**src/rtl/led_sequence_player_pkg.sv**
```systemverilog
// Shared types and helpers for the Genius LED sequence player.
//   color_t        : 2-bit color code carried in the sequence memory
//   player_state_t : playback FSM states
//   SpeedSlow/Fast : encoding of the speed select input
package led_sequence_player_pkg;

    localparam int unsigned ColorW  = 2;
    localparam int unsigned NumLeds = 4;

    typedef enum logic [ColorW-1:0] {
        ColorRed    = 2'd0,
        ColorGreen  = 2'd1,
        ColorBlue   = 2'd2,
        ColorYellow = 2'd3
    } color_t;

    typedef enum logic [2:0] {
        StIdle,
        StFetch,
        StLoad,
        StOn,
        StGap,
        StFlash,
        StDone
    } player_state_t;

    localparam logic SpeedSlow = 1'b0;
    localparam logic SpeedFast = 1'b1;

    function automatic int unsigned max2(input int unsigned a, input int unsigned b);
        return (a > b) ? a : b;
    endfunction

    // Bits needed to hold a down-count starting at max_cycles-1 (never zero width).
    function automatic int unsigned timer_width(input int unsigned max_cycles);
        return (max_cycles > 1) ? $clog2(max_cycles) : 1;
    endfunction

endpackage

```
**src/rtl/led_sequence_player_color_decoder.sv**
```systemverilog
// Color code to one-hot LED vector. Also used by the player-button echo path.
//   color_i : color code
//   leds_o  : one-hot LED vector, bit 0 red, 1 green, 2 blue, 3 yellow
module led_sequence_player_color_decoder
    import led_sequence_player_pkg::*;
(
    input  color_t             color_i,
    output logic [NumLeds-1:0] leds_o
);

    always_comb begin
        leds_o = '0;
        unique case (color_i)
            ColorRed:    leds_o = 4'b0001;
            ColorGreen:  leds_o = 4'b0010;
            ColorBlue:   leds_o = 4'b0100;
            ColorYellow: leds_o = 4'b1000;
        endcase
    end

endmodule

```
**src/rtl/led_sequence_player.sv**
```systemverilog
// Playback engine: reads color items 0..last_index from the sequence memory and shows
// each on its LED for the speed-dependent on time, followed by a dark gap. Also plays
// the all-LEDs flash used as failure/win indicator.
//   clk, rst_n          : clock, asynchronous active-low reset
//   play_start_i        : one-cycle request to play items 0..last_index_i
//   last_index_i        : last item index, sampled with play_start_i
//   speed_i             : 0 slow, 1 fast, sampled with play_start_i
//   flash_all_i         : one-cycle request to flash all LEDs (wins over play_start_i)
//   mem_rd_o, addr_o    : sequence memory read strobe and address
//   sequence_item_i     : memory read data, valid the cycle after mem_rd_o
//   led_*_o             : LED drives
//   busy_o              : high whenever not idle
//   play_done_o         : one-cycle pulse after a playback or a flash
// All outputs decode only from registers, so nothing is combinational from inputs.
module led_sequence_player #(
    parameter int unsigned COLOR_CODEFY_W = 2,
    parameter int unsigned ADDR_WIDTH     = 5,
    parameter int unsigned SLOW_ON_CYCLES = 50_000_000,
    parameter int unsigned FAST_ON_CYCLES = 20_000_000,
    parameter int unsigned GAP_CYCLES     = 10_000_000,
    parameter int unsigned FLASH_CYCLES   = 50_000_000
) (
    input  logic                      clk,
    input  logic                      rst_n,
    input  logic                      play_start_i,
    input  logic [ADDR_WIDTH-1:0]     last_index_i,
    input  logic                      speed_i,
    input  logic                      flash_all_i,
    output logic                      mem_rd_o,
    output logic [ADDR_WIDTH-1:0]     addr_o,
    input  logic [COLOR_CODEFY_W-1:0] sequence_item_i,
    output logic                      led_red_o,
    output logic                      led_green_o,
    output logic                      led_blue_o,
    output logic                      led_yellow_o,
    output logic                      busy_o,
    output logic                      play_done_o
);

    import led_sequence_player_pkg::*;

    localparam int unsigned MaxCycles =
        max2(max2(SLOW_ON_CYCLES, FAST_ON_CYCLES), max2(GAP_CYCLES, FLASH_CYCLES));
    localparam int unsigned TimerW = timer_width(MaxCycles);

    // The timer counts down to zero, so a state of N cycles loads N-1.
    localparam logic [TimerW-1:0] SlowLoad  = TimerW'(SLOW_ON_CYCLES - 1);
    localparam logic [TimerW-1:0] FastLoad  = TimerW'(FAST_ON_CYCLES - 1);
    localparam logic [TimerW-1:0] GapLoad   = TimerW'(GAP_CYCLES - 1);
    localparam logic [TimerW-1:0] FlashLoad = TimerW'(FLASH_CYCLES - 1);

    player_state_t         state_q;
    logic [TimerW-1:0]     timer_q;
    logic [ADDR_WIDTH-1:0] index_q;
    logic [ADDR_WIDTH-1:0] last_q;
    logic                  speed_q;
    color_t                color_q;
    logic                  timer_done;
    logic [NumLeds-1:0]    color_leds;
    logic [NumLeds-1:0]    leds;

    assign timer_done = (timer_q == '0);

    always_ff @(posedge clk or negedge rst_n) begin
        if (!rst_n) begin
            state_q <= StIdle;
            timer_q <= '0;
            index_q <= '0;
            last_q  <= '0;
            speed_q <= SpeedSlow;
            color_q <= ColorRed;
        end else begin
            case (state_q)
                StIdle: begin
                    if (flash_all_i) begin
                        timer_q <= FlashLoad;
                        state_q <= StFlash;
                    end else if (play_start_i) begin
                        last_q  <= last_index_i;
                        speed_q <= speed_i;
                        index_q <= '0;
                        state_q <= StFetch;
                    end
                end
                StFetch: begin
                    state_q <= StLoad;
                end
                StLoad: begin
                    color_q <= color_t'(sequence_item_i);
                    timer_q <= (speed_q == SpeedFast) ? FastLoad : SlowLoad;
                    state_q <= StOn;
                end
                StOn: begin
                    if (timer_done) begin
                        timer_q <= GapLoad;
                        state_q <= StGap;
                    end else begin
                        timer_q <= timer_q - TimerW'(1);
                    end
                end
                StGap: begin
                    if (timer_done) begin
                        // End check before the increment so last index 31 never wraps.
                        if (index_q == last_q) begin
                            state_q <= StDone;
                        end else begin
                            index_q <= index_q + ADDR_WIDTH'(1);
                            state_q <= StFetch;
                        end
                    end else begin
                        timer_q <= timer_q - TimerW'(1);
                    end
                end
                StFlash: begin
                    if (timer_done) begin
                        state_q <= StDone;
                    end else begin
                        timer_q <= timer_q - TimerW'(1);
                    end
                end
                StDone: begin
                    // Clear so the address reads zero while idle.
                    index_q <= '0;
                    state_q <= StIdle;
                end
                default: begin
                    state_q <= StIdle;
                end
            endcase
        end
    end

    led_sequence_player_color_decoder u_color_decoder (
        .color_i (color_q),
        .leds_o  (color_leds)
    );

    always_comb begin
        leds = '0;
        case (state_q)
            StOn:    leds = color_leds;
            StFlash: leds = '1;
            default: leds = '0;
        endcase
    end

    assign mem_rd_o    = (state_q == StFetch);
    assign addr_o      = index_q;
    assign busy_o      = (state_q != StIdle);
    assign play_done_o = (state_q == StDone);

    assign led_red_o    = leds[0];
    assign led_green_o  = leds[1];
    assign led_blue_o   = leds[2];
    assign led_yellow_o = leds[3];

endmodule

```
**config.mk**
```make
export PLATFORM = sky130hd
export DESIGN_NAME = led_sequence_player
export DESIGN_NICKNAME = d
export VERILOG_FILES = /design/src/rtl/led_sequence_player_pkg.sv /design/src/rtl/led_sequence_player_color_decoder.sv /design/src/rtl/led_sequence_player.sv
export SDC_FILE = /design/constraint.sdc
export NUM_CORES = 1
export LEC_CHECK = 0
export ABC_AREA = 0
export BUFFER_PORTS_ARGS = -buffer_cell sky130_fd_sc_hd__buf_2
export CAP_MARGIN = 20
export CORE_ASPECT_RATIO = 0.7
export CORE_MARGIN = 5
export CORE_UTILIZATION = 45
export DETAILED_ROUTE_END_ITERATION = 6
export MAX_ROUTING_LAYER = met4
export PLACE_DENSITY = 0.65
export SYNTH_ARGS = -nofsm -noshare
export SYNTH_HDL_FRONTEND = slang
export SYNTH_HIERARCHICAL = 1
export SYNTH_SLANG_ARGS = --single-unit
```
**constraint.sdc**
```tcl
create_clock -name clk -period 2.3 [get_ports clk]
set_input_delay 0.23 -clock clk [delete_from_list [all_inputs] [get_ports clk]]
set_output_delay 0.23 -clock clk [all_outputs]
set_load 0.01 [all_outputs]
```
# Word level (Yosys, flattened, before mapping)
# Index checks and enable logic that the tools add are counted.
# word_totals
reg_bits,42
inputBits,12
output_inout_bits,12
word_cells,58
# op_classes
addsub,2
n_eq_ne,19
muxes,19
bitwise_logic,1
n_reduce_logical,11
# op_table
cell,n
two-way mux 26 bit,4
one-hot mux 26 bit (4 select lines),1
logical NOT 26 bit,1
subtractor 26 x 1 -> 26 bit (second input constant),1
two-way mux 5 bit,4
two-way mux 3 bit,6
one-hot mux 3 bit (6 select lines),1
inequality test 2 bit (second input constant),8
one-hot mux 4 bit (4 select lines),1
one-hot mux 5 bit (3 select lines),1
equality test 3 bit (second input constant),3
one-hot mux 4 bit (2 select lines),1
equality test 3 x 2 -> 1 bit (second input constant),2
AND reduction 3 bit,2
nonzero test 3 bit,2
adder 5 x 1 -> 5 bit (second input constant),1
equality test 5 bit,1
AND reduction 5 bit,1
equality test 2 bit (second input constant),2
AND reduction 4 bit,1
nonzero test 4 bit,1
equality test 3 x 1 -> 1 bit (second input constant),1
logical NOT 3 bit,1
inequality test 3 bit (second input constant),1
other kinds (4),4

# Logic depth before layout (Yosys ltp)
# Gate-level depths: netlist of run 1.
# logic_depth
word_depth,4
depth_mapped,8
depth_no_buf,7

# Hierarchy
# The synthesis of run 1 kept the hierarchy.
# by_module_without_submodules
module,n_inst,cells_each,area_per_inst_um2,seq_area_each_um2
led_sequence_player,1,295,2708.8,1051.0
led_sequence_player_color_decoder,1,4,26.3,0.0

# Worst setup path after synthesis of run 1
# Ideal clock, no wire load.
# synth_timing
kind,reg-to-reg
start,register timer_q[0]
end,register index_q[0] (netlist: addr_o[0])
setup_time_ns,0.125
arrival_ns,2.230
required_ns,2.175
setup_slack_ns,-0.055
stages_incl_launch_ff,8
path_buffers,0
synth_period_minus_slack_ns,2.355
cell_sequence,dfrtp_1 inv_1 ha_1 or4b_1 nor3_4 a311oi_4 nor3b_1 mux2_2
# synth_between
elab_chain_cells,3
# synth_lines
element,line,rtl
from (decl),led_sequence_player.sv:53,logic [TimerW-1:0] timer_q;
from (signal assigned),led_sequence_player.sv:76,timer_q <= FlashLoad;
from (signal assigned),led_sequence_player.sv:90,timer_q <= (speed_q == SpeedFast) ? FastLoad : SlowLoad;
from (signal assigned),led_sequence_player.sv:95,timer_q <= GapLoad;
logical NOT 26 bit,led_sequence_player.sv:62,assign timer_done = (timer_q == '0);
inequality test 2 bit (no source line),-,
AND reduction 5 bit (no source line),-,
to (signal assigned),led_sequence_player.sv:107,index_q <= index_q + ADDR_WIDTH'(1);
to (decl),led_sequence_player.sv:54,logic [ADDR_WIDTH-1:0] index_q;
# No other way between the ends.
# A chain may end at the register's enable or synchronous reset.

# Final worst setup path of run 1
# Same ends and word-level chain as after synthesis.

==> results.md, run 1 <==
- Worst slew pin tran: 579 ps
- Largest family of logic cells by synthesized area: compound AO/OA/AOI/OAI gates
- Clock Power Share: 38.8%
- Antenna viol nets, final: 0
- Htree depth: 2
- Starting Density: 47.1%
- First-pass GRT wire length: 13.3 mm
- Mux share of post-synthesis cell area: 5.17%
- CP Launch Type: flop
- Mapped Cells: 299
- Fin crit share: 99.4%
- Post-Synth Adder-Cell Area: 1.37%
- Slowest cell on crit path: or4b_4
- Clk_lat worst skew: 310 ps
- CP top delay family: simple AND/OR/NAND/NOR gates
- Initial antenna violation count: 0
- Sequential share of power: 56.8%
- CTS sink cnt: 42
- Synth Area in XOR/XNOR: 1.60%
- Design area: 0.00350 mm2
- Wire per inst: 18.4 um
- IO Port Bufs: 23
- Switch share: 24.1%
- Largest cells by area after synthesis: dfrtp_1 38%, mux2_2 3.7%, nor3_1 3.7%
- Via density: 6.17
- Setup TNS: 0 ps
- DRC viols: 0
- Critical Path RT: 2500 ps
- Peak supply drop: 226 uV
- Cell Int Power: 1.02 mW
- Clock Skews: 6.46 ps
- Relative slew slack: 61.3%
- Crit. End Element: flop
- CTS clk-pin slew, worst paths: 90 ps
- Chip width: 103 um
- Status: complete, no violations
- Layout cell share with drive strength beyond 1: 35.3%
- Max frequency: 437 MHz
- Compound-Gate Fraction of Synth Area: 25.7%
- Inst Count DP: 432
- Aggregate global routing overflow: 0
- Combinational Power Share: 4.4%
- Area post-placement: 0.00327 mm2
- Final WL: 8.22 mm
- Post-synthesis sequential area ratio: 38.4%
- Dominant cell type by area after synthesis: dfrtp_1
- Net Count, Synth: 314
- Layout Utilization: 60.1%
- Hold depth: 2
- Synth top area share: 38.4%
- Post-synth EDFFs: 0
- RSZ-0062 raised after global routing: true
- I/O pin cnt: 24
- Crit path launch: timer_q[0]
- Library cells used by synthesis: 64
- MaxCap Viol Count: 0
- Reported net switching power: 0.323 mW
- Hold path start: last_index_i[3]
- Final #Nets: 385
- Area Growth Syn to Fin: 27.8%
- Warning count from the yosys run: 6
- Max-slew violation count: 0
- Ys async rst share: 100%
- Hold Slack: 150 ps
- Seq cells post-synth: 42
- Vias: 2,750
- Crit. path cell count: 8
- Post-Layout Cell Count: 446
- Maximum buffer depth of the clock tree: 2
- CTS tree: built
- Critical Path, Cell by Cell: inv_2 > ha_1 > or4b_4 > nor3_4 > buf_6 > a311oi_4 > nor3b_2 > mux2_4
- Largest net degree at the start of global routing: 23
- Clock period minus worst slack: 2290 ps
- Leakage: 1.57 nW
- R2R depth: 8
- Post-synthesis simple-gate area fraction: 24.2%
- Worst r2r src: timer_q[0]
- TritonCTS Buffers: 5
- Most frequent cells in the layout: 51 x buf_4, 42 x dfrtp_1, 23 x buf_2
- Die area: 0.00776 mm2
- Starting DRT DRC Count: 242
- Chip height: 75.2 um
- Placeable Area: 0.00581 mm2
- Area of the mapped netlist: 0.00274 mm2
- CP Class: flop to flop
- GRT Overall Usage: 23.0%
- Avg Inst Size Synth: 9.15 um2
- Root Driver: clkbuf_8
- Crit-path max cell delay: 470 ps
- DR pass1 iterations: 5
- Commonest non-fill, non-tap cell in the layout: buf_4
- Worst Path Max Fanout: 5
- Post-DP HPWL: 6.13 mm
- Final setup violating endpoints: 0
- WP buf/inv: 2
- Ant. Diodes: 0
- Power Dens Cells: 383 mW/mm2
- Number of global-route vias before repair: 2,547
- CP Data Arrival Time: 2490 ps
- Std-Cell Rows: 23
- GP Congestion: 0.972
- Hold Vio Cnt, Final: 0
- Top_reg_cell synth: dfrtp_1
- Hold Crit Class: input port to flop
## routing by layer
layer | track usage [%] | wire length, um | part of all wire (%) | vias to the layer above
met5 | - | 0 | 0 | -
met4 | 5.03 | 58 | 0.71 | 0
met3 | 4.35 | 536 | 6.5 | 7
met2 | 30.7 | 3450 | 42 | 95
met1 | 35.6 | 4180 | 51 | 1346
li1 | - | - | - | 1302
## power by group through the flow
stage / Clock (mW) / Combinational [mW] / Sequential (mW)
finish: 0.520 / 0.0592 / 0.760
detailed placement: 0 / 0.0583 / 0.774
floorplan: 0 / 0.0215 / 0.772
global placement: 0 / 0.0574 / 0.773
global route: 0.559 / 0.0675 / 0.762
CTS: 0.526 / 0.0600 / 0.760
## metrics by stage
stage	setup slack [ps]	total power, mW
final	13.9	1.34
after global routing	-70.4	1.39
after CTS	15.0	1.35
after detailed placement	-62.4	0.833
after global placement	11.3	0.831
after floorplan	5.04	0.793
## final timing paths
| kind | endpoint | slack [ps] |
|---|---|---|
| max in group asynchronous | timer_q[20] | 1150 |
| worst max register to register | addr_o[0] | 10 |
| worst max-delay path | addr_o[0] | 10 |
| worst min register to register | timer_q[20] | 530 |
| min in group asynchronous | last_q[1] | 450 |
| worst min-delay path | last_q[3] | 150 |
## cell usage after synthesis, drive strengths merged, types with 4 or more instances
library cell,instances
mux2,9
a31oi,5
a211o,6
buf,4
dfrtp,42
nand3,7
o22ai,4
inv,7
nor4,7
nand2,19
a21boi,7
mux2i,4
o31ai,7
nor3,23
a31o,5
o21ai,17
or3,5
or4,6
clkbuf,11
xor2,5
a21oi,15
and3,6
nor2,22
a21o,5
a211oi,5
## sequential cells by signal, indices dropped and copies added, names as in the netlist
| name | cells |
|---|---|
| addr_o | 5 |
| color_q | 2 |
| last_q | 5 |
| speed_q | 1 |
| state_q | 3 |
| timer_q | 26 |
## cells by family after synthesis
| family | Yosys count |
|---|---|
| simple gates | 116 |
| flops | 42 |
| mux | 13 |
| xor+xnor | 5 |
| compound gates | 98 |
| fa+ha+maj | 3 |
| buf+inv | 22 |
## area by class of cell
class                   instances  area, um2
fillers                       519       2320
inverters                       7       26.3
multi-input cells             235       1670
repair buffers                 79        562
well taps                      75       93.8
flip-flops and latches         42       1050
clock inverters                 2       12.5
clock buffers                   6       82.6
## what timing repair did
action	in CTS	in global routing
buffers inserted	0	5
endpoints found under the hold margin	21	0
hold buffers	1	0
gates resized for setup	2	18
endpoints found under the setup margin	6	20
pin swaps	2	14
Note: power is estimated with default switching activity, not from simulation.
==> run 2: changes to the inputs <==
--- a/config.mk
+++ b/config.mk
@@ -13,7 +13,7 @@
 export CORE_UTILIZATION = 45
 export DETAILED_ROUTE_END_ITERATION = 6
 export MAX_ROUTING_LAYER = met4
-export PLACE_DENSITY = 0.65
+export PLACE_DENSITY = 0.73
 export SYNTH_ARGS = -nofsm -noshare
 export SYNTH_HDL_FRONTEND = slang
 export SYNTH_HIERARCHICAL = 1
==> run 2 against run 1 <==
- sequential share of layout area up 0.99 points
- register-to-register slack about the same
- flip-flop and latch count unchanged
- clock-buffer cell count increased by 1
- global-route usage fell by 1.0 points
- sequential power about the same
- non-clock buffer count fell by 9
- die area did not move
- critical path type unchanged
==> results.md, run 2 (synthesized netlist as in run 1, its figures left out) <==
- Vias: 2,716 (-1.2%)
- Worst Path Max Fanout: 6 (+1)
- Hold Crit Class: input port to asynchronous set/reset pin
- Chip width: 103 um (unchanged)
- Chip height: 75.2 um (unchanged)
- Wire per inst: 17.7 um (-4.0%)
- Most frequent cells in the layout: 46 x buf_4, 42 x dfrtp_1, 23 x buf_2
- Number of fillers in the final layout: 505 (-2.7%)
- Power Dens Cells: 388 mW/mm2 (+1.3%)
- RSZ-0062 raised after global routing: true
- CP Launch Type: flop
- Final #Nets: 376 (-2.3%)
- Die area: 0.00776 mm2 (unchanged)
- IO Port Bufs: 23 (unchanged)
- Area post-placement: 0.00322 mm2 (-1.5%)
- CTS clk-pin slew, worst paths: 80 ps (about the same)
- Ant. Diodes: 0 (unchanged)
- DRC viols: 0 (unchanged)
- Max-slew violation count: 0 (unchanged)
- Overall power: 1.31 mW (-1.9%)
- Reg with most FFs: timer_q
- R2R depth: 5 (-3)
- Crit. End Element: flop
- Largest register FFs: 26 (unchanged)
- Clk_lat worst skew: 300 ps (about the same)
- MaxCap Viol Count: 0 (unchanged)
- CTS sink cnt: 42 (unchanged)
- CTS tree: built
- Critical Path RT: 2480 ps (-20 ps)
- Final WL: 7.73 mm (-6.0%)
- First-pass GRT wire length: 12.7 mm (-4.4%)
- GP Congestion: 0.936 (-3.8%)
- TritonCTS Buffers: 5 (unchanged)
- GRT Overall Usage: 22.0% (-1.0 points)
- Worst r2r src: timer_q[12]
- Clock period minus worst slack: 2290 ps (+5.43 ps)
- R2R Setup Slk: 9 ps (about the same)
- Design area: 0.00338 mm2 (-3.2%)
- Hold Vio Cnt, Final: 0 (unchanged)
- Htree depth: 2 (unchanged)
- # hold bufs at CTS: 0 (-1)
- Layout cell share with drive strength beyond 1: 32.9% (-2.4 points)
- Final setup violating endpoints: 0 (unchanged)
- Setup TNS: 0 ps (unchanged)
- Largest net degree at the start of global routing: 43 (+87%)
- Root Driver: clkbuf_8
- Via density: 6.22 (+0.80%)
- Commonest non-fill, non-tap cell in the layout: buf_4
- Post-Layout Cell Count: 437 (-2.0%)
- Std-Cell Rows: 23 (unchanged)
- Aggregate global routing overflow: 0 (unchanged)
- Number of global-route vias before repair: 2,532 (-0.59%)
- Area Growth Syn to Fin: 23.7%
- DR pass1 iterations: 5 (unchanged)
- Post-DP HPWL: 5.82 mm (-5.0%)
- FF-to-FF End: timer_q[16]
- Inst Count DP: 427 (-1.2%)
- Max frequency: 436 MHz (-0.24%)
- Clock Skews: 8.89 ps (+2.43 ps)
- Worst slew pin tran: 943 ps (+364 ps)
- Status: complete, no violations
- CP Class: flop to flop
- Placeable Area: 0.00581 mm2 (unchanged)
- CP Data Arrival Time: 2470 ps (-20 ps)
- Relative slew slack: 37.1% (-24 points)
- I/O pin cnt: 24 (unchanged)
- Initial antenna violation count: 0 (unchanged)
- Maximum buffer depth of the clock tree: 2 (unchanged)
- Starting DRT DRC Count: 267 (+10%)
- Antenna viol nets, final: 0 (unchanged)
- Fin crit share: 99.6% (+0.24 points)
- Peak supply drop: 275 uV (+21%)
- Leakage: 1.52 nW (-3.0%)
- Starting Density: 47.1% (unchanged)
[run 2: layer usage]
metal | share of wire [%] | vias up | wire, um | GRT usage (%)
met1 | 49 | 1313 | 3760 | 32.2
li1 | - | 1281 | - | -
met4 | 0.89 | 0 | 69 | 6.47
met3 | 8.7 | 10 | 672 | 5.74
met5 | 0 | - | 0 | -
met2 | 42 | 112 | 3230 | 29.7
[run 2: cell type report]
| cell class | count | area [um2] | area share [%] |
|---|---|---|---|
| timing repair buffer | 70 | 472 | 13.9 |
| multi-input combinational | 235 | 1650 | 48.8 |
| clock inverter | 1 | 5.00 | 0.148 |
| sequential | 42 | 1050 | 31.1 |
| tap | 75 | 93.8 | 2.77 |
| clock buffer | 7 | 86.3 | 2.55 |
| inverter | 7 | 26.3 | 0.776 |
[run 2: what timing repair did]
action	CTS	global route
gates cloned	0	0
pin swaps	2	4
setup endpoints to repair	7	16
resized for setup	2	12
buffers inserted	0	2
[run 2: power by group]
group	switching (mW)	total [mW]	internal, mW
Sequential	0.0119	0.760	0.748
Clock	0.254	0.496	0.242
Combinational	0.0328	0.0573	0.0245
[run 2: worst max-delay path, stage by stage, from the launching register on]
cell and delay, ps:
dfrtp_1 380, or4_4 590, or4b_4 580, o31ai_1 230, a21oi_1 90, a211o_2 310
[run 2: metrics by stage]
stage          util (%)  hold slack [ps]  worst slack, ps
6_report           58.2             66.9             8.51
5_1_grt            58.2              144            -63.0
4_1_cts            57.1              107             12.6
3_5_place_dp       55.4              425            -51.0
3_3_place_gp       55.4              428             18.6
2_1_floorplan         -            -65.6             5.04
[run 2: worst max path at each step]
stage / endpoint / from
2_1_floorplan: timer_q[21] / timer_q[1]
3_3_place_gp: addr_o[2] / timer_q[1]
3_5_place_dp: addr_o[2] / timer_q[0]
4_1_cts: addr_o[3] / timer_q[0]
5_1_grt: addr_o[2] / timer_q[1]
6_report: timer_q[16] / timer_q[12]
==> run 3: changes to the inputs <==
--- a/config.mk
+++ b/config.mk
@@ -5,7 +5,7 @@
 export SDC_FILE = /design/constraint.sdc
 export NUM_CORES = 1
 export LEC_CHECK = 0
-export ABC_AREA = 0
+export ABC_AREA = 1
 export BUFFER_PORTS_ARGS = -buffer_cell sky130_fd_sc_hd__buf_2
 export CAP_MARGIN = 20
 export CORE_ASPECT_RATIO = 0.7
@@ -14,6 +14,7 @@
 export DETAILED_ROUTE_END_ITERATION = 6
 export MAX_ROUTING_LAYER = met4
 export PLACE_DENSITY = 0.73
+export SLEW_MARGIN = 10
 export SYNTH_ARGS = -nofsm -noshare
 export SYNTH_HDL_FRONTEND = slang
 export SYNTH_HIERARCHICAL = 1
==> run 3 against run 2 <==
- die area is 0.98% higher
- highest routed layer unchanged
- register-to-register slack improved by 340 ps
- non-clock buffer count shrank 43
- final cell count is 12% higher
- fmax is 18% higher
- critical path depth rose by 3
- sequential power is 1% higher
- first-iteration DRC count is 16% lower
- cell area fell by 9.1%
==> results.md, run 3 <==
- Status: complete, no violations
- Area of the mapped netlist: 0.00277 mm2 (+1.1%)
- Die area: 0.00784 mm2 (+0.98%)
- Ant. Diodes: 0 (unchanged)
- Hold Vio Cnt, Final: 0 (unchanged)
- Max-slew violation count: 0 (unchanged)
- Mux share of post-synthesis cell area: 2.04% (-3.1 points)
- Number of fillers in the final layout: 568 (+12%)
- Warning count from the yosys run: 6 (unchanged)
- CTS tree: built
- Initial antenna violation count: 0 (unchanged)
- Clock Skews: 13.5 ps (+4.64 ps)
- Synth top area share: 38.0% (-0.42 points)
- Post-synthesis simple-gate area fraction: 38.5% (+14 points)
- Clock period minus worst slack: 1950 ps (-345 ps)
- DR pass1 iterations: 5 (unchanged)
- Chip height: 75.6 um (+0.48%)
- Reg with most FFs: timer_q
- Post-synthesis sequential area ratio: 38.0% (-0.42 points)
- Antenna viol nets, final: 0 (unchanged)
- CP Launch Type: flop
- Final setup violating endpoints: 0 (unchanged)
- Net Count, Synth: 399 (+27%)
- Sequential share of power: 52.8% (-5.1 points)
- Worst Path Max Fanout: 9 (+3)
- CP Data Arrival Time: 2120 ps (-350 ps)
- Starting DRT DRC Count: 223 (-16%)
- Reported net switching power: 0.327 mW (+9.6%)
- IO Port Bufs: 23 (unchanged)
- Compound-Gate Fraction of Synth Area: 8.73% (-17 points)
- Most common cell in the synthesized netlist: nand2_1
- Relative slew slack: 64.0% (+27 points)
- Mapped Cells: 384 (+28%)
- Vias: 2,566 (-5.5%)
- Avg Inst Size Synth: 7.20 um2 (-21%)
- CTS sink cnt: 42 (unchanged)
- Std-Cell Rows: 23 (unchanged)
- First-pass GRT wire length: 11.6 mm (-8.9%)
- Largest cells by area after synthesis: dfrtp_1 38%, nand2_1 14%, nor2_1 9.0%
- Post-Synth Adder-Cell Area: 1.36% (-0.015 points)
- Root Driver: clkbuf_8
- Maximum buffer depth of the clock tree: 2 (unchanged)
- Top_reg_cell synth: dfrtp_1
- Htree depth: 2 (unchanged)
- Placeable Area: 0.00584 mm2 (+0.49%)
- Peak supply drop: 404 uV (+47%)
- Chip width: 104 um (+0.49%)
- Starting Density: 47.3% (+0.28 points)
- Cell Int Power: 1.13 mW (+11%)
- Post-Layout Cell Count: 489 (+12%)
- Hold Crit Class: input port to flop
- Inst Count DP: 481 (+13%)
- Largest family of logic cells by synthesized area: simple AND/OR/NAND/NOR gates
- Post-DP HPWL: 5.24 mm (-10%)
- TritonCTS Buffers: 5 (unchanged)
- Area Growth Syn to Fin: 11.3%
- DRC viols: 0 (unchanged)
- MaxCap Viol Count: 0 (unchanged)
- Top cells by count, synth: 105 x nand2_1, 66 x nor2_1, 42 x dfrtp_1
- Crit. End Element: flop
- Most frequent cells in the layout: 105 x nand2_1, 66 x nor2_1, 42 x dfrtp_1
- Layout cell share with drive strength beyond 1: 14.0% (-19 points)
- Worst slew pin tran: 540 ps (-403 ps)
- Post-synth EDFFs: 0 (unchanged)
- Number of buffers inserted by post-CTS setup repair: 0 (unchanged)
- Clock Power Share: 42.0% (+4.2 points)
- Aggregate global routing overflow: 0 (unchanged)
- Final #Nets: 429 (+14%)
- Number of global-route vias before repair: 2,349 (-7.2%)
- Clk_lat worst skew: 300 ps (about the same)
- Post-CTS Resized: 0 (-2)
- Commonest non-fill, non-tap cell in the layout: nand2_1
- Final WL: 6.83 mm (-12%)
- Largest register FFs: 26 (unchanged)
- Fin crit share: 84.6% (-15 points)
- Largest net degree at the start of global routing: 25 (-42%)
- Dominant cell type by area after synthesis: dfrtp_1
- Switch share: 22.4% (-0.28 points)
- Ys async rst share: 100% (unchanged)
- Wire per inst: 14.0 um (-21%)
- Power Dens Cells: 474 mW/mm2 (+22%)
- CTS clk-pin slew, worst paths: 80 ps (about the same)
- GP Congestion: 0.957 (+2.3%)
- Synth Area in XOR/XNOR: 5.07% (+3.5 points)
- CP Class: flop to flop
- Library cells used by synthesis: 30 (-53%)
- Leakage: 1.53 nW (+0.39%)
- Setup TNS: 0 ps (unchanged)
- Via density: 5.25 (-16%)
- Max frequency: 514 MHz (+18%)
- GRT Overall Usage: 19.1% (-2.9 points)
- Critical Path RT: 2470 ps (about the same)
- RSZ-0062 raised after global routing: false
- Seq cells post-synth: 42 (unchanged)
- I/O pin cnt: 24 (unchanged)
- Combinational Power Share: 5.2% (+0.8 points)
run 3: cells by family (layout without fill, tap and decap cells):
logic type	Yosys count	count (layout)
AOI/OAI and AO/OA	45	45
xor gates and xnor gates	16	16
adders and majority gates	3	3
buffers and inverters	39	69
DFF	42	42
muxes	5	5
and+or+nand+nor	234	234
run 3: path summary, 6_finish.rpt:
path	to	start	slack, ps	cells past startpoint
max	timer_q[23]	state_q[0]	350	8
min	color_q[0]	sequence_item_i[0]	140	3
max reg2reg	timer_q[23]	state_q[0]	350	8
min reg2reg	last_q[0]	last_q[0]	530	1
max in group asynchronous	timer_q[11]	rst_n	1170	3
min in group asynchronous	timer_q[10]	rst_n	440	2
run 3: what timing repair did:
| action | in CTS | in global routing |
|---|---|---|
| hold buffers | 1 | 0 |
| setup endpoints to repair | 0 | 0 |
| endpoints found under the hold margin | 23 | 0 |
run 3: power by group through the flow:
| stage | clock network [mW] | registers [mW] | logic, mW |
|---|---|---|---|
| 4_1_cts | 0.620 | 0.769 | 0.0780 |
| 5_1_grt | 0.648 | 0.772 | 0.0895 |
| 6_report | 0.612 | 0.769 | 0.0764 |
| 2_1_floorplan | 0 | 0.779 | 0.0377 |
| 3_3_place_gp | 0 | 0.783 | 0.0749 |
| 3_5_place_dp | 0 | 0.783 | 0.0762 |
run 3: cell type report:
class	count	area (um2)	share of cell area, %
tap	75	93.8	3.05
multi-input combinational	303	1540	50.0
sequential	42	1050	34.1
inverter	35	134	4.35
clock inverter	1	30.0	0.976
clock buffer	6	82.6	2.68
timing repair buffer	27	148	4.80
run 3: worst max-delay path, cell delays in order (launching register included):
cell and delay, ps:
dfrtp_1 540, nor2_2 300, nand2_1 150, inv_1 150, nand2_1 80, inv_1 160
nor2_1 100, nor2_4 230, a21oi_1 110
run 3: per-layer routing:
layer  GRT usage (%)  part of all wire (%)  vias to the layer above
met5               -                     0                        -
met1            27.7                    52                     1171
met4            6.32                   1.2                        0
met3            3.64                   7.1                        7
met2            26.9                    40                       84
li1                -                     -                     1304
run 3: stage by stage:
step                      utilization, %  setup WS [ps]  hold WS, ps  instance area, um2  power [mW]
after floorplan                        -            666        -65.6                2770       0.816
after global placement              50.6            415          243                2960       0.858
after detailed placement            50.6            383          253                2960       0.860
after CTS                           52.7            376          130                3080        1.47
after global routing                52.7            197          142                3080        1.51
final                               52.7            353          137                3080        1.46
